$ cat src/rtl/ram_fifo_ctrl.sv
// ---------------------------------------------------------------------------
// ram_fifo_ctrl
//   Valid/ready FIFO controller in front of an external 2**ADDR_W x DATA_W
//   synchronous RAM. Producer words are written straight into the RAM. RAM
//   reads refill a 2-entry output buffer. The buffer hides the RAM's 1-cycle
//   read latency, so the FIFO streams 1 word/cycle.
//
//   Parameters
//     DATA_W     word width of the stream and of the RAM
//     ADDR_W     RAM address width, DEPTH = 2**ADDR_W
//
//   Ports
//     clk, rst_n                 clock and asynchronous active-low reset
//     in_valid/in_ready/in_data  producer stream
//     out_valid/out_ready/out_data  consumer stream (head of FIFO)
//     ram_w_en/ram_w_addr/ram_w_data  RAM write port
//     ram_r_en/ram_r_addr             RAM read request
//     ram_r_data                      RAM read data, valid 1 cycle after r_en
//     level, overflow                 only with FIFO_STATUS_EN defined:
//                                     occupancy and a sticky dropped-push flag
//
//   Optional build macro: FIFO_STATUS_EN
// ---------------------------------------------------------------------------
module ram_fifo_ctrl #(
  parameter int DATA_W = 8,
  parameter int ADDR_W = 4
) (
  input  logic              clk,
  input  logic              rst_n,
  input  logic              in_valid,
  output logic              in_ready,
  input  logic [DATA_W-1:0] in_data,
  output logic              out_valid,
  input  logic              out_ready,
  output logic [DATA_W-1:0] out_data,
  output logic              ram_w_en,
  output logic [ADDR_W-1:0] ram_w_addr,
  output logic [DATA_W-1:0] ram_w_data,
  output logic              ram_r_en,
  output logic [ADDR_W-1:0] ram_r_addr,
`ifdef FIFO_STATUS_EN
  output logic [ADDR_W:0]   level,
  output logic              overflow,
`endif
  input  logic [DATA_W-1:0] ram_r_data
);

  localparam int CNT_W = ADDR_W + 1;
  localparam int DEPTH = 2 ** ADDR_W;

  localparam logic [ADDR_W-1:0] PTR_ONE  = ADDR_W'(1);
  localparam logic [CNT_W-1:0]  CNT_ONE  = CNT_W'(1);
  localparam logic [CNT_W-1:0]  CNT_ZERO = CNT_W'(0);
  localparam logic [CNT_W:0]    DEPTH_V  = (CNT_W + 1)'(DEPTH);

  // Registered state
  logic [ADDR_W-1:0] wr_ptr_q,   wr_ptr_d;
  logic [ADDR_W-1:0] rd_ptr_q,   rd_ptr_d;
  logic [CNT_W-1:0]  mem_cnt_q,  mem_cnt_d;
  logic              pend_q,     pend_d;
  logic [1:0]        obuf_cnt_q, obuf_cnt_d;
  logic [DATA_W-1:0] buf0_q,     buf0_d;
  logic [DATA_W-1:0] buf1_q,     buf1_d;
  // Low while in reset and for the first cycle after release; keeps the
  // producer interface closed and the RAM write data quiet during reset.
  logic              alive_q;

  // Combinational decode
  logic [CNT_W:0]    total_s;
  logic              in_ready_s;
  logic              push_s;
  logic              pop_s;
  logic [2:0]        after_pop_s;
  logic              fetch_s;
  logic [1:0]        slot_s;

  // Occupancy and handshake decode from registered counts
  always_comb begin
    total_s     = {1'b0, mem_cnt_q}
                + {{CNT_W{1'b0}}, pend_q}
                + {{(CNT_W - 1){1'b0}}, obuf_cnt_q};
    // A same-cycle pop never frees space: readiness depends on state only.
    in_ready_s  = alive_q & (total_s < DEPTH_V);
    push_s      = in_valid & in_ready_s;
    pop_s       = (obuf_cnt_q != 2'd0) & out_ready;
    // Buffer words plus the in-flight read, once this cycle's pop leaves.
    after_pop_s = {1'b0, obuf_cnt_q} + {2'b00, pend_q} - {2'b00, pop_s};
    fetch_s     = (mem_cnt_q != CNT_ZERO) & (after_pop_s < 3'd2);
    // Landing slot is the first free entry after the pop shifts the buffer.
    slot_s      = obuf_cnt_q - {1'b0, pop_s};
  end

  // Pointer and counter next-state
  always_comb begin
    wr_ptr_d   = wr_ptr_q;
    rd_ptr_d   = rd_ptr_q;
    mem_cnt_d  = mem_cnt_q;
    pend_d     = fetch_s;
    obuf_cnt_d = obuf_cnt_q + {1'b0, pend_q} - {1'b0, pop_s};

    if (push_s) begin
      wr_ptr_d = wr_ptr_q + PTR_ONE;
    end else begin
      wr_ptr_d = wr_ptr_q;
    end

    if (fetch_s) begin
      rd_ptr_d = rd_ptr_q + PTR_ONE;
    end else begin
      rd_ptr_d = rd_ptr_q;
    end

    case ({push_s, fetch_s})
      2'b10:   mem_cnt_d = mem_cnt_q + CNT_ONE;
      2'b01:   mem_cnt_d = mem_cnt_q - CNT_ONE;
      default: mem_cnt_d = mem_cnt_q;
    endcase
  end

  // Output buffer: pop shifts entry 1 down, then landing RAM data fills a slot
  always_comb begin
    buf0_d = buf0_q;
    buf1_d = buf1_q;

    if (pop_s) begin
      buf0_d = buf1_q;
      buf1_d = {DATA_W{1'b0}};
    end else begin
      buf0_d = buf0_q;
      buf1_d = buf1_q;
    end

    if (pend_q) begin
      case (slot_s)
        2'd0:    buf0_d = ram_r_data;
        2'd1:    buf1_d = ram_r_data;
        default: buf1_d = buf1_d;
      endcase
    end else begin
      buf0_d = buf0_d;
    end
  end

  // Control state registers
  always_ff @(posedge clk or negedge rst_n) begin
    if (!rst_n) begin
      wr_ptr_q   <= {ADDR_W{1'b0}};
      rd_ptr_q   <= {ADDR_W{1'b0}};
      mem_cnt_q  <= CNT_ZERO;
      pend_q     <= 1'b0;
      obuf_cnt_q <= 2'd0;
      buf0_q     <= {DATA_W{1'b0}};
      buf1_q     <= {DATA_W{1'b0}};
      alive_q    <= 1'b0;
    end else begin
      wr_ptr_q   <= wr_ptr_d;
      rd_ptr_q   <= rd_ptr_d;
      mem_cnt_q  <= mem_cnt_d;
      pend_q     <= pend_d;
      obuf_cnt_q <= obuf_cnt_d;
      buf0_q     <= buf0_d;
      buf1_q     <= buf1_d;
      alive_q    <= 1'b1;
    end
  end

`ifdef FIFO_STATUS_EN
  logic [CNT_W-1:0] level_q,    level_d;
  logic             overflow_q, overflow_d;

  // Status next-state: level tracks total, overflow latches any refused word
  always_comb begin
    level_d    = total_s[CNT_W-1:0]
               + {{(CNT_W - 1){1'b0}}, push_s}
               - {{(CNT_W - 1){1'b0}}, pop_s};
    overflow_d = overflow_q | (alive_q & in_valid & ~in_ready_s);
  end

  // Status registers
  always_ff @(posedge clk or negedge rst_n) begin
    if (!rst_n) begin
      level_q    <= CNT_ZERO;
      overflow_q <= 1'b0;
    end else begin
      level_q    <= level_d;
      overflow_q <= overflow_d;
    end
  end

  assign level    = level_q;
  assign overflow = overflow_q;
`endif

  // Stream and RAM port drive
  assign in_ready   = in_ready_s;
  assign out_valid  = (obuf_cnt_q != 2'd0);
  assign out_data   = buf0_q;
  assign ram_w_en   = push_s;
  assign ram_w_addr = wr_ptr_q;
  assign ram_w_data = alive_q ? in_data : {DATA_W{1'b0}};
  assign ram_r_en   = fetch_s;
  assign ram_r_addr = rd_ptr_q;

  ram_fifo_ctrl_chk #(
    .ADDR_W (ADDR_W)
  ) u_chk (
    .clk        (clk),
    .rst_n      (rst_n),
    .total      (total_s),
    .obuf_cnt   (obuf_cnt_q),
    .mem_cnt    (mem_cnt_q),
    .fetch      (fetch_s),
    .ram_w_en   (push_s),
    .ram_w_addr (wr_ptr_q),
    .ram_r_addr (rd_ptr_q)
  );

endmodule

// ---------------------------------------------------------------------------
// ram_fifo_ctrl_chk
//   Invariant checker for ram_fifo_ctrl: occupancy bound, buffer bound,
//   no fetch from an empty RAM, and no same-address read/write.
//   Ports mirror the internal counts and RAM port signals of the controller.
// ---------------------------------------------------------------------------
module ram_fifo_ctrl_chk #(
  parameter int ADDR_W = 4
) (
  input logic              clk,
  input logic              rst_n,
  input logic [ADDR_W+1:0] total,
  input logic [1:0]        obuf_cnt,
  input logic [ADDR_W:0]   mem_cnt,
  input logic              fetch,
  input logic              ram_w_en,
  input logic [ADDR_W-1:0] ram_w_addr,
  input logic [ADDR_W-1:0] ram_r_addr
);
  localparam logic [ADDR_W+1:0] DEPTH_V = (ADDR_W + 2)'(2 ** ADDR_W);

  a_total_bound: assert property (@(posedge clk) disable iff (!rst_n)
    total <= DEPTH_V);

  a_obuf_bound: assert property (@(posedge clk) disable iff (!rst_n)
    obuf_cnt <= 2'd2);

  a_fetch_nonempty: assert property (@(posedge clk) disable iff (!rst_n)
    fetch |-> (mem_cnt != {(ADDR_W + 1){1'b0}}));

  a_no_rdw: assert property (@(posedge clk) disable iff (!rst_n)
    (ram_w_en && fetch) |-> (ram_w_addr != ram_r_addr));
endmodule

$ cat config.mk
export PLATFORM = sky130hd
export DESIGN_NAME = ram_fifo_ctrl
export DESIGN_NICKNAME = d
export VERILOG_FILES = /design/src/rtl/ram_fifo_ctrl.sv
export SDC_FILE = /design/constraint.sdc
export NUM_CORES = 1
export LEC_CHECK = 0
export ABC_AREA = 1
export BUFFER_PORTS_ARGS = -buffer_cell sky130_fd_sc_hd__buf_2
export CAP_MARGIN = 20
export CORE_UTILIZATION = 35
export DETAILED_ROUTE_END_ITERATION = 10
export GPL_ROUTABILITY_DRIVEN = 1
export GPL_TIMING_DRIVEN = 1
export PLACE_DENSITY = 0.58
export RECOVER_POWER = 100
export REMOVE_ABC_BUFFERS = 1
export SYNTH_ARGS = -nofsm -noshare
export SYNTH_HDL_FRONTEND = slang
export SYNTH_SLANG_ARGS = --single-unit
$ cat constraint.sdc
create_clock -name clk -period 5.1 [get_ports clk]
set_input_delay 0.255 -clock clk [delete_from_list [all_inputs] [get_ports clk]]
set_output_delay 0.255 -clock clk [all_outputs]
set_load 0.005 [all_outputs]
## Word level (Yosys, flattened, before mapping)

Cells that the tools add are included.

| cells by class | value |
|---|---|
| bitwise logic cells | 4 |
| equal/unequal tests | 3 |
| mux-type cells | 8 |
| $lt $le $gt $ge | 2 |
| add/subtract/negate cells | 11 |
| reduce and logical (&&, ||, !) cells | 4 |

Operators with widths:

| cell | number |
|---|---|
| 8-bit 2-to-1 mux | 7 |
| 5-bit one-hot mux with 2 select lines | 1 |
| 4-bit by 1-bit adder with 4-bit output, second input constant | 2 |
| 5-bit by 1-bit adder with 6-bit output | 1 |
| 6-bit by 2-bit adder with 6-bit output | 1 |
| 6-bit by 5-bit < comparator with 1-bit output, second input constant | 1 |
| 5-bit by 1-bit adder with 5-bit output, second input constant | 1 |
| 5-bit nonzero test | 1 |
| 5-bit by 1-bit subtractor with 5-bit output, second input constant | 1 |
| 1-bit bitwise AND | 4 |
| 2-bit by 1-bit equality test with 1-bit output, second input constant | 2 |
| 2-bit nonzero test | 2 |
| 2-bit by 1-bit subtractor with 2-bit output | 2 |
| 2-bit by 1-bit adder with 3-bit output | 1 |
| 3-bit by 2-bit < comparator with 1-bit output, second input constant | 1 |
| 3-bit by 1-bit subtractor with 3-bit output | 1 |
| 2-bit by 1-bit adder with 2-bit output | 1 |
| 2-bit equality test, second input constant | 1 |
| 2-bit zero test | 1 |

| word-level totals | value |
|---|---|
| flip-flop bits (word level) | 33 |
| input bits | 20 |
| logic and storage cells | 40 |
| output and inout bits | 28 |

## Longest topological paths before layout

| depth | value |
|---|---|
| word-level depth | 7 |
| mapped depth | 19 |
| mapped depth without buffers | 19 |

## Least setup slack after synthesis

OpenSTA, ideal clock, no wires.

| timing | value |
|---|---|
| path type | register -> register |
| from | register obuf_cnt_q[0] |
| to | register mem_cnt_q[4] |
| library setup time | 0.117 ns |
| data required time | 4.983 ns |
| stages on the path, launching flop included | 20 |
| setup slack | 2.039 ns |
| buffers on the path | 0 |
| clock period less this slack | 3.061 ns |
| data arrival time | 2.944 ns |
| path through | dfrtp_1 -> inv_2 -> nand2_4 -> nand2_8 -> inv_8 -> nand2_4 -> nand2_4 -> ha_1 -> fa_1 -> xnor2_1 -> nor2_1 -> nand2_1 -> inv_1 -> ha_1 -> fa_1 -> nand3_1 -> nand3_1 -> xnor2_1 -> nand2_1 -> nand2_1 |

| between the ends | value |
|---|---|
| cells in the longest elaborated chain, start to end | 7 |
| elaborated cells on any way between the ends | 14 |
| those cells by class | add/sub (3); order compare (2); eq/ne (2); mux (1); bitwise (4); reduce/logical (2) |

Ends and longest elaborated chain:

| what | line | RTL |
|---|---|---|
| start: declaration | 61 | `logic [1:0] obuf_cnt_q, obuf_cnt_d;` |
| start signal: assignment | 160 | `obuf_cnt_q <= obuf_cnt_d;` |
| 2-bit nonzero test (*) | - |  |
| named net out_valid | 33 | `output logic out_valid,` |
| 1-bit bitwise AND (*) | 85 | `pop_s = (obuf_cnt_q != 2'd0) & out_ready;` |
| 3-bit by 1-bit subtractor with 3-bit output (*) | 87 | `after_pop_s = {1'b0, obuf_cnt_q} + {2'b00, pend_q} - {2'b00, pop_s};` |
| 3-bit by 2-bit < comparator with 1-bit output (*) | 88 | `fetch_s = (mem_cnt_q != CNT_ZERO) & (after_pop_s < 3'd2);` |
| 1-bit bitwise AND (*) | 88 |  |
| named net ram_r_en | 39 | `output logic ram_r_en,` |
| 2-bit by 1-bit equality test with 1-bit output / 2-bit equality test (equally long branches) | 113 | `case ({push_s, fetch_s})` |
| 5-bit one-hot mux with 2 select lines / 2-bit nonzero test (equally long branches) | - |  |
| end signal: assignment | 158 | `mem_cnt_q <= mem_cnt_d;` |
| end: declaration | 59 | `logic [CNT_W-1:0] mem_cnt_q, mem_cnt_d;` |

Mark *: on every way through the listed nets, which the timed path passes. The rest lies on a longest branch.
A chain may end at the register's enable or synchronous reset.

## Worst setup path in the final report

| timing | value |
|---|---|
| from | register obuf_cnt_q[1] |
| to | register mem_cnt_q[4] |

| between the ends | value |
|---|---|
| cells in the longest elaborated chain, start to end | 7 |
| elaborated cells on any way between the ends | 14 |
| those cells by class | add/sub (3); order compare (2); eq/ne (2); mux (1); bitwise (4); reduce/logical (2) |

Ends and longest elaborated chain:

| what |
|---|
| branches (longest 7 deep; another with 6-bit by 2-bit adder with 6-bit output) |

Several ways; the timed one is not identified.

==> flow_metrics.py <==
metrics = {
    "setup_path": {
        "cp_endpoint_kind": "flop",
        "r2r_end": "mem_cnt_q[4]",
        "crit_path_start": "obuf_cnt_q[1]",
        "max_stage_delay_ns": 0.48,
        "ff2ff_path_depth": 19,
        "critPathMaxFanout": 18,
        "cp_startpoint_kind": "flop",
        "reg2reg_from": "obuf_cnt_q[1]",
        "ff2ff_setup_slack_ns": 1.26,
        "critical_path.cell_chain": "inv_1 -> nand2_4 -> nand2_1 -> inv_8 -> nand2_1 -> nand2_4 -> ha_1 -> fa_1 -> xnor2_1 -> nor2_1 -> nand2_1 -> inv_1 -> ha_1 -> fa_1 -> nand3_1 -> nand3_1 -> xnor2_1 -> nand2_1 -> nand2_1",
        "timing.critical_path.slowest_stage_cell": "sky130_fd_sc_hd__nand2_1",
        "crit_top_cell": "sky130_fd_sc_hd__nand2_1",
        "cp.arrival_ns": 4.02,
        "worstPathRequired_ns": 5.28,
        "timing_worst_setup_path_type": "flop to flop",
        "cp-endpoint": "mem_cnt_q[4]",
    },
    "logic_synthesis": {
        "asyncSetResetFlopFracSynth_pct": 100.0,
        "ys.warnings.count": 0,
        "synth_area_leader_cell": "sky130_fd_sc_hd__dfrtp_1",
        "synthesis.area_um2": 1941,
        "yosys-top-cells-count": "sky130_fd_sc_hd__nand2_1, sky130_fd_sc_hd__inv_1, sky130_fd_sc_hd__dfrtp_1, sky130_fd_sc_hd__nand3_1, sky130_fd_sc_hd__nor2_1",
        "synth.area.top_cells": "sky130_fd_sc_hd__dfrtp_1, sky130_fd_sc_hd__nand2_1, sky130_fd_sc_hd__inv_1",
        "synth.avg_cell_area_um2": 8.223,
        "synth_sequential_area_ratio_pct": 42.55,
        "synthDominantCellAreaShare_pct": 42.55,
        "synth-seq-cells": 33,
        "synthMostInstantiatedCell": "sky130_fd_sc_hd__nand2_1",
        "post_synth_inst_count": 236,
        "synth_cell_types": 26,
        "synth_edf_count": 0,
        "synthFlopType": "sky130_fd_sc_hd__dfrtp_1",
    },
    "power": {
        "vdd_drop_max_mv": 0.3389,
        "power_leakage_nw": 1.296,
        "power_density_nw_per_um2": 644.9,
    },
    "cts": {
        "clock_path_buffers": 2,
        "clock_sinks": 33,
        "clkLatencyLatePin_ns": 0.28,
        "htree_num_levels": 2,
        "postCtsSetupBuffers": 0,
        "post_cts_resize_count": 0,
        "clk_transition_reported_paths_ns": 0.07,
        "cts_buffers": 5,
        "clock-root-buffer": "sky130_fd_sc_hd__clkbuf_8",
        "clock_tree_from_tritoncts": "done",
        "count_of_hold_buffers_inserted_by_post_cts_repair": 0,
    },
    "grt": {
        "grt_start_max_net_pins": 34,
        "grt_antenna_before_repair": 0,
        "wire_length_of_the_first_global_routing_pass_um": 6644,
        "grt_remaining_overflow": 0,
        "gr-usage-all-layers_pct": 14.21,
        "first_global_vias": 1460,
    },
    "floorplanning": {
        "dieArea_um2": 5846,
        "floorplan.io_pins": 48,
        "die-height_um": 76.46,
        "rows": 26,
        "die_width_um": 76.46,
        "initial_utilization_pct": 37.05,
        "core_area_um2": 5238,
    },
    "drt": {
        "detailedRoute.firstIterationViolations": 98,
        "routedWlPerCell_um": 10.40,
        "vias": 1569,
        "final_antenna_net_count": 0,
        "detail_route.first_pass.iterations": 4,
        "finalWirelength_um": 3722,
        "post_drt_via_cell_ratio": 4.383,
        "drcViolationCount": 0,
    },
    "timing": {
        "timing.final.hold_violations": 0,
        "slew_headroom_pct": -16.38,
        "period_minus_slack_ns": 3.838,
        "setup_viol": 0,
        "timing.hold.ws_ns": 0.2152,
        "slew_violations": 34,
        "worstMarginPinSlew_ns": 1.746,
        "max_clock_freq_ghz": 0.2605,
        "unrepaired_setup_endpoints_after_global_routing": "false",
        "fin_worst_skew_ns": 0.008069,
        "fin_setup_tns_ns": 0,
        "post_route_fraction_of_the_period_consumed_by_the_critical_path_pct": 75.26,
    },
    "outcome": {
        "failed_checks": "capacitance limit, slew limit",
        "status": "finished, violations left",
    },
    "final_layout": {
        "diodes_inserted": 0,
        "final-seq-area_um2": 825.8,
        "design.final.nets": 319,
        "flow.area_growth_from_synthesis_pct": 16.63,
        "multiInputGateArea_um2": 848.3,
        "num-fill-cells": 542,
        "post_route_cells_drive_above_1_share_pct": 19.44,
    },
    "place": {
        "placement.io_buffers": 47,
        "gp_routability_congestion": 0.7425,
        "dpl.hpwl_um": 2736,
    },
    "flow_run": {
        "timing.max_cap.violations": 1,
    },
    "hold_path": {
        "holdCritPathClass": "input pin to flop",
    },
}
cell usage in the layout (no fill, tap or decap), types with 6 or more instances in the layout:
| master | instances |
|---|---|
| sky130_fd_sc_hd__nand2_1 | 79 |
| sky130_fd_sc_hd__dfrtp_1 | 33 |
| sky130_fd_sc_hd__nor2_1 | 12 |
| sky130_fd_sc_hd__ha_1 | 10 |
| sky130_fd_sc_hd__buf_2 | 41 |
| sky130_fd_sc_hd__inv_1 | 38 |
| sky130_fd_sc_hd__xnor2_1 | 7 |
| sky130_fd_sc_hd__o21ai_0 | 17 |
| sky130_fd_sc_hd__clkbuf_1 | 7 |
| sky130_fd_sc_hd__clkbuf_8 | 6 |
| sky130_fd_sc_hd__nand3_1 | 16 |
report_power, final:
group	total [W]	switching, W	internal, W
logic	0.000735	0.000426	0.000309
registers	0.000470	0.0000913	0.000378
clock network	0.000255	0.0000958	0.000159
total	0.00146	0.000613	0.000847
worst max-delay path: cells and delay by family, from the launching register on:
family,cells,cell delay [ns]
AND/OR/NAND/NOR,10,1.35
flip-flops,1,0.41
XOR/XNOR,2,0.27
adder cells (fa/ha/maj),4,1.32
buffers and inverters,3,0.38
cells by family after synthesis:
logic type	count (synthesis)	share of synthesized area, %
other cells	1	0.1932
xor+xnor	8	3.611
buf+inv	43	9.413
compound gates	21	7.028
fa+ha+maj	12	8.511
flops	33	42.55
simple gates	118	28.69
final cells by class:
cell class                      instances  share of cell area [%]
Inverter                               40                   6.965
Sequential cell                        33                   36.48
Tap cell                               70                   3.870
Timing Repair Buffer                   47                   10.06
Multi-Input combinational cell        160                   37.48
Clock inverter                          1                   1.327
Clock buffer                            7                   3.814
metrics by stage:
step           power (W)  cells  setup slack [ns]  utilization, %  instance area [um^2]
2_1_floorplan   0.001077    233             2.012               -                  1916
3_3_place_gp    0.001281    350             1.839           42.74                  2238
3_5_place_dp    0.001284    350             1.769           42.74                  2238
4_1_cts         0.001546    358             1.750           44.96                  2355
5_1_grt         0.001618    358            0.8477           43.22                  2263
6_report        0.001460    358             1.262           43.22                  2263
layer usage:
metal,share of wire [%],track usage (%),vias to the layer above
met1,49,19.49,687
met3,4.8,3.593,6
met4,1.7,5.769,0
met5,0,0,-
li1,-,-,831
met2,44,21.26,45
worst min-delay path by stage:
| stage | depth (start not counted) | endpoint | from |
|---|---|---|---|
| finish | 3 | buf1_q[5] | ram_r_data[5] |
| global route | 3 | buf1_q[6] | ram_r_data[6] |
| CTS | 1 | ram_r_addr[2] | rst_n |
| detailed placement | 1 | mem_cnt_q[3] | rst_n |
| global placement | 1 | mem_cnt_q[2] | rst_n |
| floorplan | 0 | alive_q | rst_n |
sequential cells by signal, indices dropped and copies added, names as in the netlist:
register,count
buf1_q,8
out_data,8
mem_cnt_q,5
ram_r_addr,4
ram_w_addr,4
obuf_cnt_q,2
alive_q,1
pend_q,1
Note: power is estimated with default switching activity, not from simulation.
